==> config.mk <==
export PLATFORM = sky130hd
export DESIGN_NAME = branch_resolve_unit
export DESIGN_NICKNAME = d
export VERILOG_FILES = /design/src/rtl/branch_resolve_unit.sv
export SDC_FILE = /design/constraint.sdc
export NUM_CORES = 1
export LEC_CHECK = 0
export ABC_AREA = 1
export BUFFER_PORTS_ARGS = -buffer_cell sky130_fd_sc_hd__buf_2
export CORE_MARGIN = 2
export CORE_UTILIZATION = 40
export DETAILED_ROUTE_END_ITERATION = 8
export GPL_TIMING_DRIVEN = 1
export SLEW_MARGIN = 20
export SYNTH_ARGS = -nofsm -noshare
export SYNTH_HDL_FRONTEND = slang
export SYNTH_SLANG_ARGS = --single-unit
==> constraint.sdc <==
create_clock -name i_clk -period 5.4 [get_ports i_clk]
set_input_delay 0.81 -clock i_clk [delete_from_list [all_inputs] [get_ports i_clk]]
set_output_delay 0.81 -clock i_clk [all_outputs]
set_load 0.005 [all_outputs]
==> src/rtl/branch_resolve_unit.sv <==
// Branch resolve unit: fronts a bimodal predictor, tracks in-flight
// predictions in a small FIFO, writes back resolved outcomes, flags
// mispredictions and counts branches / mispredictions.
module branch_resolve_unit #(
    parameter int NUM_INFLIGHT = 4
) (
    input  logic        i_clk,
    input  logic        i_reset,
    input  logic        i_req_val,
    output logic        o_req_rdy,
    input  logic [31:0] i_req_pc,
    output logic        o_resp_taken,
    input  logic        i_resolve_val,
    output logic        o_resolve_rdy,
    input  logic        i_resolve_taken,
    output logic [31:0] o_bp_pc,
    input  logic        i_bp_prediction,
    output logic        o_bp_update_en,
    output logic        o_bp_update_val,
    output logic        o_mispredict,
    output logic [31:0] o_mispredict_pc,
    output logic [31:0] o_num_branches,
    output logic [31:0] o_num_mispredicts
);

    localparam int PTR_W = $clog2(NUM_INFLIGHT);
    localparam int CNT_W = PTR_W + 1;
    localparam logic [CNT_W-1:0] CNT_FULL = CNT_W'(NUM_INFLIGHT);
    localparam logic [CNT_W-1:0] CNT_ONE  = CNT_W'(1);
    localparam logic [PTR_W-1:0] PTR_ONE  = PTR_W'(1);

    logic [31:0]      r_pc_mem   [NUM_INFLIGHT];
    logic             r_pred_mem [NUM_INFLIGHT];
    logic [PTR_W-1:0] r_head;
    logic [PTR_W-1:0] r_tail;
    logic [CNT_W-1:0] r_count;

    logic        w_empty;
    logic        w_full;
    logic [31:0] w_head_pc;
    logic        w_head_pred;
    logic        w_req_fire;
    logic        w_resolve_fire;
    logic        w_mispred;

    // Handshakes and predictor port muxing; resolution owns the single PC port.
    always_comb begin
        w_empty        = (r_count == '0);
        w_full         = (r_count == CNT_FULL);
        w_head_pc      = r_pc_mem[r_head];
        w_head_pred    = r_pred_mem[r_head];
        o_resolve_rdy  = !i_reset && !w_empty;
        o_req_rdy      = !i_reset && !w_full && !(i_resolve_val && !w_empty);
        w_resolve_fire = i_resolve_val && o_resolve_rdy;
        w_req_fire     = i_req_val && o_req_rdy;
        w_mispred      = w_resolve_fire && (i_resolve_taken != w_head_pred);
        o_resp_taken   = i_bp_prediction;
        o_bp_pc         = i_req_pc;
        o_bp_update_en  = 1'b0;
        o_bp_update_val = 1'b0;
        if (w_resolve_fire) begin
            o_bp_pc         = w_head_pc;
            o_bp_update_en  = 1'b1;
            o_bp_update_val = i_resolve_taken;
        end
    end

    // FIFO storage; contents survive reset, only the pointers are cleared.
    always_ff @(posedge i_clk) begin
        if (w_req_fire) begin
            r_pc_mem[r_tail]   <= i_req_pc;
            r_pred_mem[r_tail] <= i_bp_prediction;
        end
    end

    // Pointers and occupancy; push and pop never coincide.
    always_ff @(posedge i_clk) begin
        if (i_reset) begin
            r_head  <= '0;
            r_tail  <= '0;
            r_count <= '0;
        end else if (w_req_fire) begin
            r_tail  <= r_tail + PTR_ONE;
            r_count <= r_count + CNT_ONE;
        end else if (w_resolve_fire) begin
            r_head  <= r_head + PTR_ONE;
            r_count <= r_count - CNT_ONE;
        end
    end

    // Registered mispredict pulse and wrapping accuracy counters.
    always_ff @(posedge i_clk) begin
        if (i_reset) begin
            o_mispredict      <= 1'b0;
            o_mispredict_pc   <= '0;
            o_num_branches    <= '0;
            o_num_mispredicts <= '0;
        end else begin
            o_mispredict <= w_mispred;
            if (w_mispred) begin
                o_mispredict_pc   <= w_head_pc;
                o_num_mispredicts <= o_num_mispredicts + 32'd1;
            end
            if (w_resolve_fire) begin
                o_num_branches <= o_num_branches + 32'd1;
            end
        end
    end

endmodule

==> impl_metrics.toml <==
[global_route]
grt_usage_pct = 18.8
grt_max_degree = 67
antenna_found_initial = 2
grt_pass1_wl_um = 43800
grt_pass1_vias = 8374
overflow = 0

[placed_design]
dpl_cell_area_um2 = 12100
dp_slack_ns = 1.70
hpwl_um = 18000
gp_congestion = 0.839
io_buffer_count = 171

[critical_path]
worst-path-stages = 9
r2r_cells = 9
critPathMaxFanout = 66
critPathMaxStageDelay_ns = 0.56
reg2reg_to = "o_mispredict_pc[0]"
worstPathRequired_ns = 5.81
regToRegSetupSlack_ns = 1.96
start_kind = "flip-flop"
path_class = "reg -> reg"
crit_slowest_cell = "buf_4"
cp-end-kind = "flip-flop"
crit_path_cell_trace = "buf_4 -> nand2_1 -> nand3_1 -> nand3_1 -> nand2_1 -> nand2_2 -> inv_2 -> buf_4 -> a21oi_1"
critical_path_buf_inv_count = 3
critical-path-top-delay-family = "buffers and inverters"
cp.arrival_ns = 3.84

[sta]
drv_slew = 0
tightest_slew_ns = 0.715
slew-limit-headroom_pct = 52.2
timing.fmax_mhz = 291
finalSetupTns_ns = 0
setup_ws_ns = 1.96
period_share_pct = 63.7
rsz0062_at_grt = "false"
finClkSkew_ns = 0.00821
layout_min_cycle_time_ns = 3.44
finalHoldViolCount = 0
setup_viol = 0

[logic_synthesis]
yosysUniqueCellTypes = 33
synth_largest_area_cell = "edfxtp_1"
synth_top_cell_area_share_pct = 36.1
yosys_warnings = 0
netlist_area_um2 = 11000
seq_area_frac_synth_pct = 55.5
synth_ff_type = "edfxtp_1"
async_flop_share_pct = 0
synth_area_leaders = "edfxtp_1, dfxtp_1, nand2_1"
postSynthCellCount = 1281
synth-seq-cells = 238
synth_enable_flop_cells = 132
syn_avg_cell_area_um2 = 8.56
syn_nets = 1326

[drt]
totalWireLength_um = 26900
dr.pass1.iters = 5
wl_per_cell_um = 15.0
vias = 8752
antenna_left = 0
drc = 0
drt_iter0_drc = 572
viasPerCell = 4.87

[finish]
fill_cells = 2652
utilization_pct = 47.7
final_common_cell = "nand2_1"
final_cell_mix = "nand2_1, buf_2, edfxtp_1, nor2_1, inv_1"
seq_area_um2 = 6090
multi_input_area_um2 = 4180
area_growth_pct = 17.2
drive_above_1_share_pct = 18.2
final_area_um2 = 12900
nNetsFinal = 1481

[clock_network]
htree_levels = 1
cts_buffer_depth = 3
clock_latency_ns = 0.54
cts.clk_slew.worst_paths_ns = 0.06
clock-root-buffer = "clkbuf_16"
post_cts_buffers = 0
post_cts_resized = 0
cts_sinks = 238
cts_buffers = 26
cts_tree = "built"
cts_hold_buf = 0

[hold_path]
whs_path_depth = 2
min_from = "r_head[1]"
hold_class = "reg -> reg"

[die]
core-area_um2 = 27000
fp.dieH_um = 170
io_pins = 172
start_util_pct = 40.7
dieArea_um2 = 28800
num_rows = 60
die_w_um = 170

[power]
netSwitchingPower_mw = 1.20
power_frac_clock_pct = 37.0
seqPwrFrac_pct = 47.1
p_per_area_nw_per_um2 = 340
p_int_mw = 3.17
comb_power_share_pct = 15.9
p_leak_nw = 5.26
p_sw_share_pct = 27.4
irDropWorstVdd_mv = 0.212

[outcome]
status = "completed"

[job]
max_cap_violations = 0
## cells by family after synthesis
kind of cell	count (synthesis)	synth area share (%)
fa+ha+maj	7	0.867
compound gates	188	10.7
simple gates	657	24.4
xor+xnor	22	1.76
flops	238	55.5
buf+inv	169	6.70
## state kept, by name, indices dropped and copies added (netlist names), named ones only
name,flops
o_num_branches,32
r_pred_mem,4
r_tail,2
o_mispredict,1
r_count,3
o_num_mispredicts,32
o_mispredict_pc,32
r_head,2
r_pc_mem,128
## Yosys cell counts, drive strengths merged (2+ instances only)
cell and n:
nand2 452, nand4 14, xor2 13, inv 111
dfxtp 106, and2 6, o21ai 45, a21oi 110
nand3 37, a32o 32, nor3 8, clkbuf 13
ha 6, edfxtp 132, nor2 137, nor3b 2
buf 45, xnor2 9
## worst max path at each step
stage / to / slack [ns]
after floorplan: r_pc_mem[0][0] / 2.24
after global placement: r_pc_mem[2][4] / 1.75
after detailed placement: r_pc_mem[2][3] / 1.70
after CTS: o_mispredict_pc[28] / 1.93
after global routing: o_mispredict_pc[0] / 1.64
final: o_mispredict_pc[0] / 1.96
## per-stage QoR
step | hold slack [ns] | total power, mW | std cells
2_1_floorplan | 0.436 | 2.56 | 1281
3_3_place_gp | 0.457 | 2.79 | 1749
3_5_place_dp | 0.462 | 2.80 | 1749
4_1_cts | 0.474 | 4.43 | 1797
5_1_grt | 0.489 | 4.59 | 1798
6_report | 0.474 | 4.37 | 1798
## worst reg2reg max path: cells and delay by family (launching register included)
family	cells	cell delay (ns)
buffers and inverters	3	1.64
and+or+nand+nor	5	1.16
DFF	1	0.33
AOI/OAI and AO/OA	1	0.17
## power groups by stage
stage / Sequential, mW / Combinational (mW) / Clock (mW)
after floorplan: 2.10 / 0.463 / 0
after global placement: 2.09 / 0.695 / 0
after detailed placement: 2.10 / 0.702 / 0
after CTS: 2.06 / 0.706 / 1.66
after global routing: 2.07 / 0.786 / 1.74
final: 2.06 / 0.694 / 1.62
## metal layers
metal / track usage (%) / up-vias / routed length (µm)
met2: 31.0 / 190 / 12000
met4: 4.31 / 2 / 403
li1: - / 4515 / -
met5: 0 / - / 7
met3: 3.03 / 33 / 1410
met1: 26.3 / 4012 / 13100
## area by class of cell
type / count / share of cell area [%]
diodes: 1 / 0.0195
clock buffers: 39 / 5.60
clock inverters: 9 / 0.477
inverters: 111 / 3.26
multi-input cells: 874 / 32.5
flip-flops and latches: 238 / 47.4
well taps: 341 / 3.32
repair buffers: 185 / 7.48
Power figures use the tool's default switching activity.
